--- src/rtl/uart_rx_frame_ctrl_pkg.sv ---
// ---------------------------------------------------------------------------
// uart_rx_frame_ctrl_pkg
//   Shared types and constants for the UART receive frame controller.
//   - state_t    : frame controller FSM states
//   - err_code_t : cause of the most recent discarded frame
//   - DEFAULT_SYNC_BYTE : frame start marker used when not overridden
// ---------------------------------------------------------------------------
package uart_rx_frame_ctrl_pkg;

    typedef enum logic [2:0] {
        ST_IDLE    = 3'd0,
        ST_LEN     = 3'd1,
        ST_PAYLOAD = 3'd2,
        ST_CHECK   = 3'd3,
        ST_DRAIN   = 3'd4
    } state_t;

    typedef enum logic [1:0] {
        ERR_NONE    = 2'd0,
        ERR_BAD_LEN = 2'd1,
        ERR_BAD_SUM = 2'd2,
        ERR_TIMEOUT = 2'd3
    } err_code_t;

    localparam logic [7:0] DEFAULT_SYNC_BYTE = 8'hA5;

endpackage

--- src/rtl/uart_rx_frame_ctrl_frame_buffer.sv ---
// ---------------------------------------------------------------------------
// frame_buffer
//   DEPTH x 8 payload store. One synchronous write port, one asynchronous
//   read port. Addresses at or beyond DEPTH write nothing and read zero, so
//   the controller's index may sit one past the last entry without harm.
//
//   Ports:
//     clock    in   system clock
//     wr_en    in   write strobe
//     wr_addr  in   write address (AW bits)
//     wr_data  in   byte to store
//     rd_addr  in   read address (AW bits)
//     rd_data  out  byte at rd_addr (combinational)
// ---------------------------------------------------------------------------
module frame_buffer #(
    parameter int DEPTH = 16,
    parameter int AW    = 5
) (
    input  logic          clock,
    input  logic          wr_en,
    input  logic [AW-1:0] wr_addr,
    input  logic [7:0]    wr_data,
    input  logic [AW-1:0] rd_addr,
    output logic [7:0]    rd_data
);

    logic [7:0] mem [DEPTH];

    // Address decode by comparison keeps AW independent of the array depth.
    always_ff @(posedge clock) begin
        for (int i = 0; i < DEPTH; i++) begin
            if (wr_en && (wr_addr == AW'(i))) begin
                mem[i] <= wr_data;
            end
        end
    end

    always_comb begin
        rd_data = '0;
        for (int i = 0; i < DEPTH; i++) begin
            if (rd_addr == AW'(i)) begin
                rd_data = mem[i];
            end
        end
    end

endmodule

--- src/rtl/uart_rx_frame_ctrl.sv ---
// ---------------------------------------------------------------------------
// uart_rx_frame_ctrl
//   Frame-level controller behind the UART receiver. Frames are
//   SYNC, LEN, LEN payload bytes, XOR checksum (LEN ^ payload). Payload is
//   buffered and released on a valid/ready stream only after the checksum
//   matches; bad length, bad checksum or an inter-byte gap longer than
//   TIMEOUT_CYCLES discards the frame with an error code.
//
//   Ports:
//     clock      in   system clock
//     reset      in   synchronous active-high reset
//     rx_data    in   received byte, sampled only while rx_done=1
//     rx_done    in   one-cycle byte-complete strobe
//     out_data   out  payload byte
//     out_valid  out  out_data valid
//     out_ready  in   downstream accepts when out_valid & out_ready
//     out_last   out  final payload byte of the frame
//     frame_ok   out  one-cycle pulse: frame accepted, drain starts
//     frame_err  out  one-cycle pulse: frame discarded
//     err_code   out  cause of last frame_err, held until the next one
//     rx_drop    out  one-cycle pulse: byte discarded during drain
//     busy       out  controller not idle
//     state_dbg  out  current FSM state
//
//   Output stream handshake: a byte transfers on any rising clock edge where
//   out_valid and out_ready are both high. Once out_valid rises it stays high,
//   with out_data and out_last unchanged, until that transfer happens;
//   out_valid never depends on out_ready.
// ---------------------------------------------------------------------------
module uart_rx_frame_ctrl
    import uart_rx_frame_ctrl_pkg::*;
#(
    parameter int         MAX_LEN        = 16,
    parameter logic [7:0] SYNC_BYTE      = DEFAULT_SYNC_BYTE,
    parameter int         TIMEOUT_CYCLES = 10420
) (
    input  logic       clock,
    input  logic       reset,
    input  logic [7:0] rx_data,
    input  logic       rx_done,
    output logic [7:0] out_data,
    output logic       out_valid,
    input  logic       out_ready,
    output logic       out_last,
    output logic       frame_ok,
    output logic       frame_err,
    output logic [1:0] err_code,
    output logic       rx_drop,
    output logic       busy,
    output logic [2:0] state_dbg
);

    localparam int         IW        = $clog2(MAX_LEN + 1);
    localparam int         TW        = $clog2(TIMEOUT_CYCLES);
    localparam logic [7:0] MAX_LEN_B = 8'(MAX_LEN);
    localparam logic [TW-1:0] TMO_LAST = TW'(TIMEOUT_CYCLES - 1);

    state_t        state_q, state_d;
    logic [IW-1:0] len_q, len_d;
    logic [IW-1:0] idx_q, idx_d;
    logic [7:0]    sum_q, sum_d;
    logic [TW-1:0] tmo_q, tmo_d;
    err_code_t     err_q, err_d;
    logic          ok_q, ok_d;
    logic          ferr_q, ferr_d;
    logic          drop_q, drop_d;
    logic          buf_we;
    logic [7:0]    buf_rd;
    logic          tmo_expired;

    frame_buffer #(
        .DEPTH (MAX_LEN),
        .AW    (IW)
    ) u_buf (
        .clock   (clock),
        .wr_en   (buf_we),
        .wr_addr (idx_q),
        .wr_data (rx_data),
        .rd_addr (idx_q),
        .rd_data (buf_rd)
    );

    assign tmo_expired = (tmo_q == TMO_LAST);

    always_ff @(posedge clock) begin
        if (reset) begin
            state_q <= ST_IDLE;
            len_q   <= '0;
            idx_q   <= '0;
            sum_q   <= '0;
            tmo_q   <= '0;
            err_q   <= ERR_NONE;
            ok_q    <= 1'b0;
            ferr_q  <= 1'b0;
            drop_q  <= 1'b0;
        end else begin
            state_q <= state_d;
            len_q   <= len_d;
            idx_q   <= idx_d;
            sum_q   <= sum_d;
            tmo_q   <= tmo_d;
            err_q   <= err_d;
            ok_q    <= ok_d;
            ferr_q  <= ferr_d;
            drop_q  <= drop_d;
        end
    end

    always_comb begin
        state_d = state_q;
        len_d   = len_q;
        idx_d   = idx_q;
        sum_d   = sum_q;
        tmo_d   = tmo_q;
        err_d   = err_q;
        ok_d    = 1'b0;
        ferr_d  = 1'b0;
        drop_d  = 1'b0;
        buf_we  = 1'b0;

        case (state_q)
            ST_IDLE: begin
                if (rx_done && (rx_data == SYNC_BYTE)) begin
                    state_d = ST_LEN;
                    tmo_d   = '0;
                end
            end

            ST_LEN: begin
                if (rx_done) begin
                    tmo_d = '0;
                    if ((rx_data == 8'd0) || (rx_data > MAX_LEN_B)) begin
                        state_d = ST_IDLE;
                        ferr_d  = 1'b1;
                        err_d   = ERR_BAD_LEN;
                    end else begin
                        state_d = ST_PAYLOAD;
                        len_d   = rx_data[IW-1:0];
                        sum_d   = rx_data;
                        idx_d   = '0;
                    end
                end else if (tmo_expired) begin
                    state_d = ST_IDLE;
                    ferr_d  = 1'b1;
                    err_d   = ERR_TIMEOUT;
                end else begin
                    tmo_d = tmo_q + TW'(1);
                end
            end

            ST_PAYLOAD: begin
                if (rx_done) begin
                    tmo_d  = '0;
                    buf_we = 1'b1;
                    sum_d  = sum_q ^ rx_data;
                    idx_d  = idx_q + IW'(1);
                    if (idx_q == (len_q - IW'(1))) begin
                        state_d = ST_CHECK;
                    end
                end else if (tmo_expired) begin
                    state_d = ST_IDLE;
                    ferr_d  = 1'b1;
                    err_d   = ERR_TIMEOUT;
                end else begin
                    tmo_d = tmo_q + TW'(1);
                end
            end

            ST_CHECK: begin
                if (rx_done) begin
                    tmo_d = '0;
                    if (rx_data == sum_q) begin
                        state_d = ST_DRAIN;
                        ok_d    = 1'b1;
                        idx_d   = '0;
                    end else begin
                        state_d = ST_IDLE;
                        ferr_d  = 1'b1;
                        err_d   = ERR_BAD_SUM;
                    end
                end else if (tmo_expired) begin
                    state_d = ST_IDLE;
                    ferr_d  = 1'b1;
                    err_d   = ERR_TIMEOUT;
                end else begin
                    tmo_d = tmo_q + TW'(1);
                end
            end

            ST_DRAIN: begin
                // Bytes arriving now cannot be framed; the drain is not
                // interrupted and SYNC is deliberately not looked for.
                drop_d = rx_done;
                if (out_ready) begin
                    if (idx_q == (len_q - IW'(1))) begin
                        state_d = ST_IDLE;
                        idx_d   = '0;
                    end else begin
                        idx_d = idx_q + IW'(1);
                    end
                end
            end

            default: begin
                state_d = ST_IDLE;
            end
        endcase
    end

    // Stream outputs decode from registered state only.
    assign out_valid = (state_q == ST_DRAIN);
    assign out_last  = (state_q == ST_DRAIN) && (idx_q == (len_q - IW'(1)));
    assign out_data  = buf_rd;
    assign frame_ok  = ok_q;
    assign frame_err = ferr_q;
    assign err_code  = err_q;
    assign rx_drop   = drop_q;
    assign busy      = (state_q != ST_IDLE);
    assign state_dbg = state_q;

endmodule
--- config.mk ---
export PLATFORM = sky130hd
export DESIGN_NAME = uart_rx_frame_ctrl
export DESIGN_NICKNAME = d
export VERILOG_FILES = /design/src/rtl/uart_rx_frame_ctrl_pkg.sv /design/src/rtl/uart_rx_frame_ctrl_frame_buffer.sv /design/src/rtl/uart_rx_frame_ctrl.sv
export SDC_FILE = /design/constraint.sdc
export NUM_CORES = 1
export LEC_CHECK = 0
export ABC_CLOCK_PERIOD_IN_PS = 4200
export CORE_AREA = 5 5 171 173
export DETAILED_ROUTE_END_ITERATION = 10
export DIE_AREA = 0 0 176 178
export PLACE_DENSITY = 0.48
export SYNTH_ARGS = -nofsm -noshare
export SYNTH_HDL_FRONTEND = slang
export SYNTH_HIERARCHICAL = 1
export SYNTH_SLANG_ARGS = --single-unit
--- constraint.sdc ---
create_clock -name clock -period 4.2 [get_ports clock]
set_input_delay 1.26 -clock clock [delete_from_list [all_inputs] [get_ports clock]]
set_output_delay 1.26 -clock clock [all_outputs]
set_load 0.02 [all_outputs]
Yosys cells after proc, flatten, opt, wreduce, memory -nomap -nowiden
Memories as Yosys holds them, arrays and structs flattened.
Index checks and enable logic that the tools add are counted.
- bits in registers: 40
- bits in writable memories: 128
- input bits: 12
- output and inout port bits: 19
- logic and storage cells: 243
- memories kept: 1
- add/subtract/negate cells: 3
- order comparisons: 1
- equal/unequal tests: 36
- muxes and demuxes: 137
- bitwise logic cells: 5
- reductions and logical operators: 51
- memory list (memory ; depth ; width ; rd ports ; clocked after memory_dff ; wr ports ; line ; text):
    u_buf.mem ; 16 ; 8 ; 16 ; 0 ; 1 ; uart_rx_frame_ctrl_frame_buffer.sv:27 ; logic [7:0] mem [DEPTH];
- operator list (kind ; number):
    $mux W8 ; 34
    $reduce_or A8 Y1 ; 15
    $mux W4 ; 15
    $mux W1 ; 56
    $mux W14 ; 3
    $eq A5 B4 Y1 const B ; 8
    $mux W5 ; 7
    $pmux W14 S2 ; 1
    $mux W3 ; 9
    $eq A5 B3 Y1 const B ; 4
    $pmux W5 S4 ; 1
    $logic_and A1 B1 Y1 ; 18
    $pmux W8 S2 ; 1
    $pmux W3 S5 ; 1
    $add A14 B1 Y14 const B ; 1
    $eq A14 B14 Y1 const B ; 1
    $mux W2 ; 7
    $ne A2 B2 Y1 const B ; 7
    $ne A3 B3 Y1 const B ; 4
    $reduce_and A4 Y1 ; 3
    $eq A5 B2 Y1 const B ; 2
    $eq A8 B8 Y1 ; 1
    $eq A8 B8 Y1 const B ; 1
    $gt A8 B5 Y1 const B ; 1
    other kinds (23) ; 32

Depth between registers and ports, before layout
- depth in word-level cells: 21
- depth in mapped cells: 9
- depth with buffers taken out: 8

By module
The synthesis kept the hierarchy.
- modules (own cells, without submodules) (module ; times used ; cells each ; area an instance (um^2) ; sequential area each (um^2)):
    frame_buffer ; 1 ; 413 ; 5645.4 ; 3843.7
    uart_rx_frame_ctrl ; 1 ; 288 ; 2433.6 ; 800.8

Worst setup path before layout
OpenSTA, ideal clock, no wires.
- path kind: input port to flip-flop
- start: in rx_done
- end: mem u_buf.mem[1][2] (netlist: u_buf/mem[0][10]), enable pin
- setup time: 0.383 ns
- arrival time: 3.018 ns
- required time: 3.817 ns
- setup slack: 0.799 ns
- cell stages on the path: 6
- path buffers: 1
- cells stage by stage: clkbuf_1 > inv_1 > nor2_4 > nand2b_1 > or3b_2 > nor3_1
- cells in the longest elaborated chain, start to end: 21
- elaborated cells between the ends (all ways): 95
- classes of those cells: mux (64); reduce/logical (31)
- ends and longest elaborated chain (item ; line ; text):
    start, declared ; uart_rx_frame_ctrl.sv:40 ; input logic rx_done,
    $mux W1 * ; uart_rx_frame_ctrl.sv:152 ; if (rx_done) begin
    $mux W1 * ; uart_rx_frame_ctrl.sv:121 ; case (state_q)
    named net buf_we ; uart_rx_frame_ctrl.sv:67 ; logic buf_we;
    $logic_and A1 B1 Y1 ; uart_rx_frame_ctrl_frame_buffer.sv:32 ; if (wr_en && (wr_addr == AW'(i))) begin
    $mux W1 ; uart_rx_frame_ctrl_frame_buffer.sv:32 ;
    $mux W1 (not written as such) ; uart_rx_frame_ctrl_frame_buffer.sv:33 ; mem[i] <= wr_data;
    $reduce_or A8 Y1 (no line) ; -- ;
    $mux W4 (no line) / $mux W1 (equally long branches) (15 in series) ; -- ;
    end, declared ; uart_rx_frame_ctrl_frame_buffer.sv:27 ;
The timed path passes the listed nets; every way through them passes the cells marked *.

Worst setup path after layout
- start: reg idx_q[0]
- end: out out_data[1]
- cells in the longest elaborated chain, start to end: 17
- elaborated cells between the ends (all ways): 32
- classes of those cells: eq/ne (15); mux (16); reduce/logical (1)
- ends and longest elaborated chain (item ; line ; text):
    start, declared ; uart_rx_frame_ctrl.sv:60 ; logic [IW-1:0] idx_q, idx_d;
    start signal, assigned ; uart_rx_frame_ctrl.sv:99 ; idx_q <= idx_d;
    $logic_not A5 Y1 ; uart_rx_frame_ctrl_frame_buffer.sv:41 ; if (rd_addr == AW'(i)) begin
    $mux W8 (15 in series) ; uart_rx_frame_ctrl_frame_buffer.sv:41 ;
    $mux W8 * ; uart_rx_frame_ctrl_frame_buffer.sv:41 ;
    end, declared ; uart_rx_frame_ctrl.sv:41 ; output logic [7:0] out_data,
Mark *: on every way between the ends. The rest lies on a longest branch, timed or not.

==> results.md <==
- Post-synth EDFFs: 128
- Root Buffer: clkbuf_16
- Yosys warns: 6
- Ys async rst share: 0
- Post-DP HPWL: 16.5 mm
- RSZ-0062 raised after global routing: yes
- Initial Utilization: 0.294
- Cell taking the most area after synthesis: edfxtp_1
- Core Util, Final: 0.348
- Clock Latency Late Sink: 430 ps
- Pwr per Cell Area: 356 nW/µm²
- Final period util: 0.983
- Mapped Cells: 701
- Commonest non-fill, non-tap cell in the layout: edfxtp_1
- Routed wire length: 23.8 mm
- Pin count of the biggest net entering global routing: 24
- Slew headroom: 0.550
- Most frequent cells in the layout: 128 x edfxtp_1, 67 x nor2_1, 56 x nand2_1, 47 x buf_4, 44 x a21oi_1
- Clock Skew: 9.09 ps
- # setup viols final: 0
- Die Y: around 180 µm
- Power share of the clock group: 0.454
- Worst-Margin Slew: 673 ps
- Storage element area: 4660 µm²
- Worst endpoint data arrival time: 2870 ps
- Synth unique cells: 90
- Critical path startpoint category: flop
- Pre-CTS setup slack: 243 ps
- Worst hold path type: flop to flop
- P&R area growth vs syn: 18.5%
- Core ar.: 27500 µm²
- Chip width: 176 µm
- Int Power: 0.00260 W
- Power, Total: 0.00341 W
- Switch share: 0.237
- Pins over their slew limit: 0
- Sequential share of power: 0.523
- IO Port Bufs: 30
- WS Path Type: flop to output port
- Nets@finish: 779
- WL/cell: 21.2 µm
- DRC Markers: 0
- Vias per inst: 5.23
- Synth top area share: 0.476
- First-pass GRT wire length: between 30 and 40 mm
- Max-Cap Viols: 0
- Fill cells: 2757
- CTS tree: built
- Final Hold Fails: 0
- Antenna cell count: 0
- Tot GR Track Use: 0.154
- Worst EP required: about 2900 ps
- Syn Std Cell Area: ~8100 µm²
- CTS Sinks: 168
- Worst VDD drop: 243 µV
- CTS clk-pin slew, worst paths: 70 ps
- Fmax: around 0.24 GHz
- Syn_area_per_cell: 11.5 µm²
- Iter 0 DRT Violations: 523
- Synth area leaders: edfxtp_1 48%, dfxtp_1 9.9%, nor2_1 3.1%
- #FFs+latches synth: 168
- Share of cells above drive strength 1: 0.171
- Syn Nets: 716
- P_sw: 0.000809 W
- Initial antenna violation count: 0
- Num ports: 31
- Vias: 5868
- Multi-input logic area: around 3200 µm²
- Outcome: finished, final reports clean
- Min Clock Period, post-route: 4130 ps
- Share of power burned in combinational logic: 0.023
- Gr ovfl total: 0
- Final worst slack: 70.8 ps
- Crit-path max FO: 23
- FP Rows: 61
- Setup crit end kind: output port
- Vias in the first global route: a little under 6000
- H-tree depth: 4
- Antenna-violating nets left: 0
- Leakage: 3.17 nW
- Deepest clock path buffer count: 2
- Top_reg_cell synth: edfxtp_1
- Die footprint: 31300 µm²
- Total CTS buffers: 17
- First-pass DRT Iterations: 4
- Final Wtd Congestion: 0.895
- Sequential area share after synthesis: 0.575
[worst max-delay path: stages, from the launching register on]
cell	delay, ps
dfxtp_4	520
buf_12	230
nor3b_2	80
nand2_1	90
o22ai_1	80
or4_1	550
a32oi_1	230
clkdlybuf4s50_1	630
[cell usage after synthesis, types with 4 or more instances]
master,number
a211oi_1,6
a32oi_1,5
a221oi_1,4
a2bb2oi_1,4
xor2_1,22
nand4_1,7
nor3_1,13
nor2b_1,13
nor2_1,67
nor3b_1,5
a21o_1,5
and2_1,5
a22oi_1,4
o21ai_0,30
mux2i_1,19
nand2b_1,15
buf_6,7
dfxtp_1,40
o211ai_1,8
buf_2,15
xnor2_1,4
a31oi_1,4
or3b_1,4
inv_1,10
o21ai_1,6
clkbuf_1,6
nor2_2,4
nand4b_1,5
nand2_1,56
buf_4,7
o22ai_1,4
nand3_1,23
a21oi_1,44
o2111ai_1,4
and3b_1,4
and3_1,6
edfxtp_1,128
[what timing repair did]
action                     in CTS  in global routing
resized for setup               9                  7
pin swaps                       0                  0
hold buffers                    0                  0
hold endpoints to repair        0                  0
setup endpoints to repair       7                  6
buffers inserted                0                  0
[path summary, 6_finish.rpt]
| path | endpoint | slack, ps | from | cells past startpoint |
|---|---|---|---|---|
| worst max register to register | u_buf/mem[0][8]$_DFFE_PP_ | 1220 | state_dbg[1]$_SDFFE_PP0P_ | 6 |
| worst min-delay path | tmo_q[13]$_SDFFE_PP0P_ | 510 | tmo_q[13]$_SDFFE_PP0P_ | 2 |
| worst min register to register | tmo_q[13]$_SDFFE_PP0P_ | 510 | tmo_q[13]$_SDFFE_PP0P_ | 2 |
| worst max-delay path | out_data[1] | 70 | idx_q[0]$_SDFFE_PP0P_ | 7 |
[kinds of logic (layout without fill, tap and decap cells)]
| group | after synthesis | count (layout) | synth area share |
|---|---|---|---|
| buf+inv | 48 | 124 | 0.0344 |
| flops | 168 | 168 | 0.575 |
| compound gates | 171 | 171 | 0.151 |
| fa+ha+maj | 3 | 3 | 0.00465 |
| xor+xnor | 26 | 26 | 0.0282 |
| simple gates | 263 | 263 | 0.177 |
| mux | 22 | 22 | 0.0296 |
[stage by stage]
step | TNS [ps] | instances | hold slack [ps] | cell area [µm²]
after floorplan | 0 | 701 | 471 | 8080
after global placement | 0 | 1091 | 496 | 8970
after detailed placement | 0 | 1091 | 495 | 8970
after CTS | 0 | 1123 | 516 | 9550
after global routing | -11.5 | 1123 | 554 | 9580
final | 0 | 1123 | 511 | 9580
[state kept, by name, summed over array words and instances (netlist names), 2 cells and up]
register / cells
state_dbg: 3
idx_q: 5
u_buf/mem: 128
len_q: 5
tmo_q: 14
err_code: 2
sum_q: 8
[metal layers]
metal	global-route usage	vias up	part of all wire
met5	0	-	0
met2	0.243	153	0.46
li1	-	2769	-
met1	0.222	2927	0.48
met3	0.0284	19	0.048
met4	0.0370	0	0.012
[final cells by class]
class	count	share of cell area
Tap cell	346	0.0452
Clock buffer	17	0.0444
Sequential cell	168	0.486
Multi-Input combinational cell	485	0.332
Inverter	13	0.00510
Clock inverter	15	0.0152
Timing Repair Buffer	79	0.0720
[power groups by stage]
stage,Sequential (W),Clock [W],Combinational [W]
after global routing,0.00178,0.00165,0.0000837
after detailed placement,0.00182,0,0.0000788
final,0.00178,0.00155,0.0000774
after floorplan,0.00182,0,0.0000175
after CTS,0.00178,0.00157,0.0000789
after global placement,0.00182,0,0.0000791
No activity file was read; power rests on OpenSTA's default activity.
